$ cat src/rtl/cam_scale_up_out_buf.sv
// Skid FIFO behind the 2x scale-up stage: absorbs late beats, re-issues them on a
// strict valid/ready interface, and tags the head beat with end-of-line/frame.
module cam_scale_up_out_buf #(
  parameter int P_DEPTH          = 8,
  parameter int FIFO_DEPTH       = 16,
  parameter int SLACK            = 4,
  parameter int OUT_FRAME_WIDTH  = 1080,
  parameter int OUT_FRAME_HEIGHT = 960
) (
  input  logic                 clk,
  input  logic                 rst,
  input  logic [2*P_DEPTH-1:0] in_red,
  input  logic [2*P_DEPTH-1:0] in_green,
  input  logic [2*P_DEPTH-1:0] in_blue,
  input  logic                 in_valid,
  output logic                 in_ready,
  output logic [2*P_DEPTH-1:0] out_red,
  output logic [2*P_DEPTH-1:0] out_green,
  output logic [2*P_DEPTH-1:0] out_blue,
  output logic                 out_eol,
  output logic                 out_eof,
  output logic                 out_valid,
  input  logic                 out_ready,
  output logic                 overflow
);

  localparam int AW  = $clog2(FIFO_DEPTH);
  localparam int CW  = AW + 1;
  localparam int DW  = 6 * P_DEPTH;
  localparam int BPL = OUT_FRAME_WIDTH / 2;
  localparam int BW  = (BPL > 1) ? $clog2(BPL) : 1;
  localparam int LW  = (OUT_FRAME_HEIGHT > 1) ? $clog2(OUT_FRAME_HEIGHT) : 1;

  localparam logic [CW-1:0] FULL      = CW'(FIFO_DEPTH);
  localparam logic [CW-1:0] SLACK_C   = CW'(SLACK);
  localparam logic [BW-1:0] BEAT_LAST = BW'(BPL - 1);
  localparam logic [LW-1:0] LINE_LAST = LW'(OUT_FRAME_HEIGHT - 1);

  logic [DW-1:0] mem_q [FIFO_DEPTH];

  logic [AW-1:0] wr_ptr_q, wr_ptr_d;
  logic [AW-1:0] rd_ptr_q, rd_ptr_d;
  logic [CW-1:0] count_q, count_d;
  logic [BW-1:0] beat_cnt_q, beat_cnt_d;
  logic [LW-1:0] line_cnt_q, line_cnt_d;
  logic          in_ready_q, in_ready_d;
  logic          overflow_q, overflow_d;
  logic          wr, rd;

  assign out_valid = (count_q != '0);
  assign rd        = out_valid & out_ready;
  // A read frees the head slot in the same cycle, so a full FIFO still accepts.
  assign wr        = in_valid & ((count_q < FULL) | rd);

  always_comb begin
    wr_ptr_d   = wr_ptr_q;
    rd_ptr_d   = rd_ptr_q;
    count_d    = count_q;
    beat_cnt_d = beat_cnt_q;
    line_cnt_d = line_cnt_q;
    overflow_d = overflow_q | (in_valid & ~wr);

    if (wr) wr_ptr_d = wr_ptr_q + AW'(1);

    if (rd) begin
      rd_ptr_d = rd_ptr_q + AW'(1);
      if (beat_cnt_q == BEAT_LAST) begin
        beat_cnt_d = '0;
        line_cnt_d = (line_cnt_q == LINE_LAST) ? '0 : line_cnt_q + LW'(1);
      end else begin
        beat_cnt_d = beat_cnt_q + BW'(1);
      end
    end

    case ({wr, rd})
      2'b10:   count_d = count_q + CW'(1);
      2'b01:   count_d = count_q - CW'(1);
      default: count_d = count_q;
    endcase

    in_ready_d = (FULL - count_d) > SLACK_C;
  end

  always_ff @(posedge clk) begin
    if (rst) begin
      wr_ptr_q   <= '0;
      rd_ptr_q   <= '0;
      count_q    <= '0;
      beat_cnt_q <= '0;
      line_cnt_q <= '0;
      in_ready_q <= 1'b0;
      overflow_q <= 1'b0;
    end else begin
      wr_ptr_q   <= wr_ptr_d;
      rd_ptr_q   <= rd_ptr_d;
      count_q    <= count_d;
      beat_cnt_q <= beat_cnt_d;
      line_cnt_q <= line_cnt_d;
      in_ready_q <= in_ready_d;
      overflow_q <= overflow_d;
    end
  end

  // Storage needs no reset; the pointers and count define what is valid.
  always_ff @(posedge clk) begin
    if (wr && !rst) mem_q[wr_ptr_q] <= {in_red, in_green, in_blue};
  end

  assign {out_red, out_green, out_blue} = out_valid ? mem_q[rd_ptr_q] : '0;
  assign out_eol  = out_valid & (beat_cnt_q == BEAT_LAST);
  assign out_eof  = out_eol & (line_cnt_q == LINE_LAST);
  assign in_ready = in_ready_q;
  assign overflow = overflow_q;

endmodule

$ cat config.mk
export PLATFORM = sky130hd
export DESIGN_NAME = cam_scale_up_out_buf
export DESIGN_NICKNAME = d
export VERILOG_FILES = /design/src/rtl/cam_scale_up_out_buf.sv
export SDC_FILE = /design/constraint.sdc
export NUM_CORES = 1
export LEC_CHECK = 0
export ABC_AREA = 1
export BUFFER_PORTS_ARGS = -buffer_cell sky130_fd_sc_hd__buf_2
export CORE_ASPECT_RATIO = 1.4
export CORE_MARGIN = 3
export CORE_UTILIZATION = 40
export DETAILED_ROUTE_END_ITERATION = 10
export GPL_TIMING_DRIVEN = 0
export PLACE_DENSITY_LB_ADDON = 0.2
export SLEW_MARGIN = 40
export SYNTH_ARGS = -nofsm -noshare
export SYNTH_HDL_FRONTEND = slang
export SYNTH_SLANG_ARGS = --single-unit
$ cat constraint.sdc
create_clock -name clk -period 6.4 [get_ports clk]
set_clock_uncertainty 0.1 [all_clocks]
set_input_delay 0.32 -clock clk [delete_from_list [all_inputs] [get_ports clk]]
set_output_delay 0.32 -clock clk [all_outputs]
set_load 0.005 [all_outputs]
After elaboration in Yosys (flattened, before gate mapping):

Memories as Yosys holds them, arrays and structs flattened. A register that Yosys moved wholly into a read port is not among the register bits.
Index checks and enable logic that the tools add are counted.

* memories kept: 1
* output and inout port bits: 53
* RAM bits: 768
* register bits after elaboration: 35
* bits of input ports: 52
* logic and storage cells: 41

Memories
* mem_q: depth 16, width 48, rd ports 1, clocked after Yosys merged registers in 1, write ports 1, RTL line 39 `logic [DW-1:0] mem_q [FIFO_DEPTH];`

* muxes and demuxes: 8
* reduce and logical (&&, ||, !) cells: 4
* $add $sub $neg: 7
* equal/unequal tests: 4
* order comparisons: 2
* bitwise operators: 8

Operators by type and width (number)
* 48-bit 2-to-1 mux: 1
* 10-bit by 1-bit adder with 10-bit output, second input constant: 2
* 10-bit equality test, second input constant: 2
* 10-bit 2-to-1 mux: 2
* 5-bit one-hot mux with 2 select lines: 1
* 4-bit by 1-bit adder with 4-bit output, second input constant: 2
* 4-bit 2-to-1 mux: 2
* 5-bit by 1-bit adder with 5-bit output, second input constant: 1
* 1-bit AND: 5
* 5-bit by 3-bit > comparator with 1-bit output, second input constant: 1
* 5-bit < comparator, second input constant: 1
* 5-bit nonzero test: 1
* 5-bit by 1-bit subtractor with 5-bit output, second input constant: 1
* 5-bit subtractor, first input constant: 1
* 2-bit by 1-bit equality test with 1-bit output, second input constant: 1
* 2-bit equality test, second input constant: 1
* 1-bit 2-to-1 mux: 2
* 1-bit bitwise OR: 2
* 2-bit AND reduction: 1
* 1-bit logical AND: 1
* 1-bit zero test: 1
* 1-bit NOT: 1

Longest topological paths before layout:

Gate-level depths: netlist of the first run.

* depth in word-level cells: 8
* gate-level depth with buffers: 23
* depth with buffers taken out: 20

Worst setup path before layout of the first run:

Ideal clock, no wire load.

* kind: reg2reg
* start point: register count_q[4]
* end point: memory mem_q[2][0] (netlist bit), enable pin
* buffers on the path: 0
* stages on the path, launching flop included: 6
* data required time: 5.727 ns
* path slack: 0.325 ns
* arrival time: 5.402 ns
* path through: dfxtp_1 > inv_1 > o21ai_1 > nor2_1 > inv_1 > nor4_1

* word-level cells in the longest chain between the ends: 7
* elaborated cells on any way between the ends: 8
* classes of those cells: order compare (1); mux (2); bitwise (3); reduce/logical (2)

RTL lines
* start, declared: RTL line 43 `logic [CW-1:0] count_q, count_d;`
* start signal, assigned: RTL line 96 `count_q <= count_d;`
* parallel branches: the longest is 2 deep, another holds 5-bit < comparator
* 1-bit bitwise OR (*): RTL line 53 `assign wr = in_valid & ((count_q < FULL) | rd);`
* 1-bit AND (*): RTL line 53
* 1-bit logical AND (*): RTL line 106 `if (wr && !rst) mem_q[wr_ptr_q] <= {in_red, in_green, in_blue};`
* 1-bit 2-to-1 mux (*): RTL line 106
* 1-bit 2-to-1 mux (implied by the code) (*): RTL line 106
* end, declared: RTL line 39

Every way passes the cells marked *.

==> results of run 1 <==
==> per-stage QoR <==
stage,setup TNS [ps],utilization [%],cells,setup slack (ps),hold slack (ps)
final,0,48.7,3812,2450,58.4
after global routing,0,48.7,3811,2400,91.7
after CTS,0,48.6,3810,2230,36.5
after detailed placement,0,44.9,3622,2910,353
after global placement,-1317290,43.0,3502,-6890,344
after floorplan,0,-,2354,325,319
==> Yosys cell counts, types with 30 or more instances <==
library cell  count  share of area [%]
o22ai_1          52                1.0
edfxtp_1        768                 72
o221ai_1        140                3.8
a21oi_1          64                1.0
o21ai_0         387                6.1
clkbuf_1         97                1.1
nand2_1          56               0.66
dfxtp_1          39                2.4
inv_1            43               0.51
nor2_1          434                5.1
o211ai_1         52                1.2
buf_2            30               0.47
nand3_1          71                1.1
==> routing by layer <==
| layer | routed length, um | GRT usage (%) |
|---|---|---|
| met1 | 39500 | 31.7 |
| met2 | 53500 | 43.7 |
| met3 | 8860 | 3.89 |
| met4 | 5500 | 12.7 |
| met5 | 26 | 0 |
==> worst max-delay path: stages (launching register included) <==
cell	delay, ps
dfxtp_1	470
buf_2	400
clkbuf_1	510
o21ai_0	210
o221ai_1	340
nand3_1	260
a21oi_1	490
buf_2	210
==> power groups by stage <==
stage                     Combinational, uW  Sequential, uW  Clock, uW
after CTS                              4570            5920       4590
after floorplan                        2320            6030          0
after global placement                 4430            6050          0
final                                  4600            5930       4530
after detailed placement               4530            6040          0
after global routing                   4900            5930       4790
==> cell families after synthesis <==
| logic type | count (synthesis) |
|---|---|
| compound gates | 710 |
| xor+xnor | 9 |
| fa+ha+maj | 10 |
| buf+inv | 217 |
| flops | 807 |
| simple gates | 601 |
==> state kept, by name, indices dropped and copies added (netlist names), named ones only <==
register and cells:
rd_ptr_q 4, in_ready 1, wr_ptr_q 4, mem_q 768
overflow 1, count_q 5, beat_cnt_q 10, line_cnt_q 10
==> cell type report <==
class	instances	area [um^2]
multi-input combinational	1330	7060
tap	1045	1310
sequential	807	23800
clock inverter	40	379
timing repair buffer	274	2380
fill	6916	40300
clock buffer	98	2080
inverter	48	185
buffer	169	915
antenna	1	2.50
==> path summary, 6_finish.rpt <==
path,slack (ps),end,startpoint,cells after the start
min,60,wr_ptr_q[1]$_SDFFE_PP0P_,in_valid,3
min reg2reg,370,overflow$_SDFF_PP0_,overflow$_SDFF_PP0_,1
max reg2reg,3420,in_ready$_SDFF_PP0_,count_q[2]$_SDFF_PP0_,23
max,2450,out_green[15],register,7
==> timing repair <==
action                                  in CTS  in global routing
endpoints found under the setup margin       0                  0
gates resized for setup                      0                  0
endpoints found under the hold margin      742                  0
hold buffers                                50                  0
==> results by group, run 1 <==
Logic synthesis
  – Cell area after synthesis: 0.0319 mm^2
  – Yosys reg bits: 807
  – Syn Area/Cell: 13.5 um^2
  – Synth Area in Simple Gates: 7.71%
  – Synth warn: 0
  – Distinct cells, synth: 40
  – Adder-cell share of the synthesized area: 0.393%
  – Main combinational cell family by area after synthesis: compound AO/OA/AOI/OAI gates
  – Register area share after synthesis: 74.8%
  – XOR/XNOR share of the synthesized area: 0.247%
  – Post-synthesis mux area share: 0%
  – Post-synthesis async set-or-reset flop share: 0%
  – Number of synthesized flops with an enable pin: 768
  – Cells after Synth: 2354
  – Syn Nets: 2416
  – Dominant synthesized flop cell: edfxtp_1
  – Compound-cell area share of the yosys netlist: 13.5%

Die
  – Rows: 121
  – Die W: 245 um
  – DIE HEIGHT: 340 um
  – IO Pins: 105
  – Core area: 0.0784 mm^2
  – Die ar.: 0.0832 mm^2
  – Starting Density: 40.6%

Setup path
  – CP Launch Type: register
  – Crit path arrival time: 3530 ps
  – CP Max Fanout: 10
  – Worst EP required: 5980 ps
  – Crit path kind: register to output pin
  – CP endpoint kind: output pin

Cells and area
  – Nets: 2769
  – Fin area: 0.0382 mm^2
  – Area delta synth->final: 19.7%
  – Most frequent cells in the layout: 768 x edfxtp_1, 424 x nor2_1, 387 x o21ai_0
  – Layout cells sized above 1: 16.3%
  – Most common library cell in the layout ignoring fill and taps: edfxtp_1

Clock tree
  – TritonCTS clock tree: built
  – Worst skew pair latency: 620 ps
  – Htree depth: 3
  – CTS buffer count: 77
  – Clock Tree Buf Depth: 3
  – Clk pin slew, worst setup/hold paths: 60 ps
  – Post-CTS setup buffer count: 0
  – Clock sinks: 807
  – Root Buffer: clkbuf_16

STA
  – Period utilization: 61.8%
  – Final Hold Viols: 0
  – Unrepaired setup endpoints after global routing: no
  – Slew @ Worst Pin: 949 ps
  – Max Freq: 253 MHz
  – Slew headroom: 36.7%
  – Max Slew Vio Count: 0
  – Final setup vio count: 0
  – Tmin final: 3950 ps

GRT
  – Initial antenna violation count: 3
  – First-pass GRT wire length: 154 mm
  – GRT Residual Overflow: 0
  – Number of global-route vias before repair: 22.1k
  – Overall Global Routing Usage: 25.6%
  – Pin count of the biggest net entering global routing: 17

Power
  – LEAKAGE: 0.0126 uW
  – PD cells: 395 mW/mm^2
  – Logic gate share of total power: 30.6%
  – Net Sw Frac: 35.5%
  – Clock power frac: 30.1%
  – Psw: 5340 uW
  – Seq pwr share: 39.3%
  – Internal power: 9720 uW
  – Tot Pwr: 15100 uW
  – Worst vdd ir: 221 uV

Routing
  – DR vias: 22.4k
  – DR pass1 iterations: 7
  – Initial DRC count: 2713
  – Final WL: 107 mm
  – Post-route ant nets: 0
  – # DRC: 0
  – Post-DR vias/cell: 5.86
  – WL per Instance: 28.2 um

Status
  – Status: completed

Place
  – Port Buffers: 103
  – Gp weighted congestion: 0.831
  – Post-DP HPWL: 73.7 mm
  – Placed Area: 0.0352 mm^2

Worst hold path
  – Hold Path Class: input pin to register

Job
  – Max-cap violations: 0
Note: power is estimated with default switching activity, not from simulation.
==> run 2, diff against run 1 <==
Clock period 6.4 ns to 3.3 ns, I/O delays scaled along.
==> run 2 against run 1 <==
  * Die area is the same
  * Cell count shrank 0.45%
  * First-iteration DRC count shrank 5.5%
  * Utilization grew 0.31 points
==> results by group, run 2 (synthesis gave the netlist of run 1 again) <==
Worst hold path
  – Hold Path Depth: 2 (-1)
  – Hold Crit Start: in_red[0]
  – Hold Path Class: input pin to register
  – Hold worst-path end: mem_q[2][32]$_DFFE_PP_

Power
  – LEAKAGE: 0.0127 uW (+1.1%)
  – Tot Pwr: 29500 uW (+96%)
  – Worst vdd ir: 496 uV (+120%)
  – PD cells: 768 mW/mm^2 (+95%)

Clock tree
  – CTS buffer count: 77 (unchanged)
  – Htree depth: 3 (unchanged)
  – Worst skew pair latency: 640 ps (+20 ps)
  – Post-CTS setup buffer count: 0 (unchanged)
  – Clock Tree Buf Depth: 3 (unchanged)
  – Root Buffer: clkbuf_16
  – Clk pin slew, worst setup/hold paths: 70 ps (about the same)
  – Clock sinks: 807 (unchanged)
  – TritonCTS clock tree: built

GRT
  – GRT Residual Overflow: 0 (unchanged)
  – Number of global-route vias before repair: 22.5k (+2.0%)
  – Initial antenna violation count: 0 (-3)
  – Pin count of the biggest net entering global routing: 17 (unchanged)
  – Overall Global Routing Usage: 25.6% (+0.026 points)
  – First-pass GRT wire length: 154 mm (+0.10%)

STA
  – Tmin final: 3270 ps
  – Final setup vio count: 0 (unchanged)
  – Period utilization: 99.0%
  – Slew headroom: 39.2% (+2.5 points)
  – TNS Setup: 0 ps (unchanged)
  – Final Hold Viols: 0 (unchanged)
  – Slew @ Worst Pin: 912 ps (-37.0 ps)
  – Max Freq: 306 MHz
  – Max Slew Vio Count: 0 (unchanged)
  – Unrepaired setup endpoints after global routing: yes

Cells and area
  – Nets: 2750 (-0.69%)
  – Filler cells: 6849 (-0.97%)
  – Largest register FFs: 768 (unchanged)
  – Biggest register: mem_q
  – Top Registers: mem_q (768), beat_cnt_q (10), line_cnt_q (10)
  – Most frequent cells in the layout: 768 x edfxtp_1, 424 x nor2_1, 387 x o21ai_0
  – Most common library cell in the layout ignoring fill and taps: edfxtp_1
  – Diode count: 0 (-1)
  – Layout cells sized above 1: 18.4% (+2.1 points)
  – Post-layout util: 49.0% (+0.31 points)
  – Non-Filler Instances: 3795 (-0.45%)
  – Area delta synth->final: 20.5%

Routing
  – DR pass1 iterations: 5 (-2)
  – DR vias: 22.4k (+0.054%)
  – Post-DR vias/cell: 5.89 (+0.50%)
  – Final WL: 108 mm (+0.74%)
  – # DRC: 0 (unchanged)
  – Initial DRC count: 2563 (-5.5%)
  – Post-route ant nets: 0 (unchanged)
  – WL per Instance: 28.5 um (+1.2%)

Setup path
  – Reg2Reg Launch Point: count_q[2]$_SDFF_PP0_
  – Worst EP required: 3030 ps (-2950 ps)
  – CP Launch Type: register
  – Worst r2r path cells: 23 (unchanged)
  – Crit path arrival time: 3000 ps (-530 ps)
  – Reg2reg end: in_ready$_SDFF_PP0_
  – Crit path kind: register to output pin
  – CP Max Fanout: 10 (unchanged)
  – R2R setup slack: 320 ps (-3100 ps)
  – CP endpoint kind: output pin

Place
  – Placed cells: 3602 (-0.55%)
  – Port Buffers: 103 (unchanged)
  – Gp weighted congestion: 0.835 (+0.51%)
  – Post-DP HPWL: 73.9 mm (+0.24%)

Die
  – Starting Density: 40.6% (unchanged)
  – IO Pins: 105 (unchanged)
  – DIE HEIGHT: 340 um (unchanged)
  – Die ar.: 0.0832 mm^2 (unchanged)
  – Rows: 121 (unchanged)
  – Die W: 245 um (unchanged)
  – Core area: 0.0784 mm^2 (unchanged)

Job
  – Max-cap violations: 0 (unchanged)

Status
  – Status: completed
-- run 2: final cells by class --
class | count | area [um^2] | share of cell area [%]
inverter | 48 | 185 | 0.482
tap | 1045 | 1310 | 3.40
buffer | 169 | 1010 | 2.64
timing repair buffer | 255 | 2410 | 6.29
clock inverter | 38 | 364 | 0.948
multi-input combinational | 1330 | 7130 | 18.6
sequential | 807 | 23800 | 62.1
clock buffer | 103 | 2150 | 5.59
-- run 2: timing repair --
item | in CTS | in global routing
hold buffers | 52 | 0
gates resized for setup | 58 | 32
cloned | 0 | 0
endpoints found under the hold margin | 779 | 0
pin swaps | 1 | 0
setup endpoints to repair | 48 | 16
-- run 2: worst max path at each step --
stage	start	to	slack (ps)	depth (start not counted)
after floorplan	count_q[4]$_SDFF_PP0_	mem_q[10][0]$_DFFE_PP_	-1450	5
after global placement	count_q[4]$_SDFF_PP0_	mem_q[9][10]$_DFFE_PP_	-6360	5
after detailed placement	register	out_red[11]	60	6
after CTS	register	out_red[11]	3	9
after global routing	register	out_red[12]	3	9
final	register	out_green[4]	30	10
-- run 2: worst max-delay path, cell delays in order, from the launching register on --
cell      delay, ps
dfxtp_1         350
buf_6           160
buf_6           150
inv_6            80
buf_6           160
buf_2           380
nor2_1           80
o221ai_1        180
o211ai_1        150
a21oi_1         460
buf_2           200
-- run 2: per-stage QoR --
| stage | hold slack, ps | setup slack [ps] | cell area [um^2] |
|---|---|---|---|
| after floorplan | 164 | -1450 | 31900 |
| final | 372 | 33.1 | 38400 |
| after global routing | 383 | 3.29 | 38400 |
| after global placement | 345 | -6360 | 33700 |
| after CTS | 340 | 2.51 | 38400 |
| after detailed placement | 362 | 62.2 | 35200 |
-- run 2: per-layer routing --
| layer | wire, um | share of wire (%) | track usage (%) |
|---|---|---|---|
| met2 | 54700 | 51 | 44.4 |
| met1 | 40000 | 37 | 31.5 |
| met5 | 0 | 0 | 0 |
| met3 | 8210 | 7.6 | 3.61 |
| met4 | 5350 | 4.9 | 12.3 |
-- run 2: power by group --
part	total, uW	internal, uW	switching (uW)
Sequential	11500	11400	100
Combinational	9120	2570	6550
Clock	8890	5060	3830
Total	29500	19000	10500
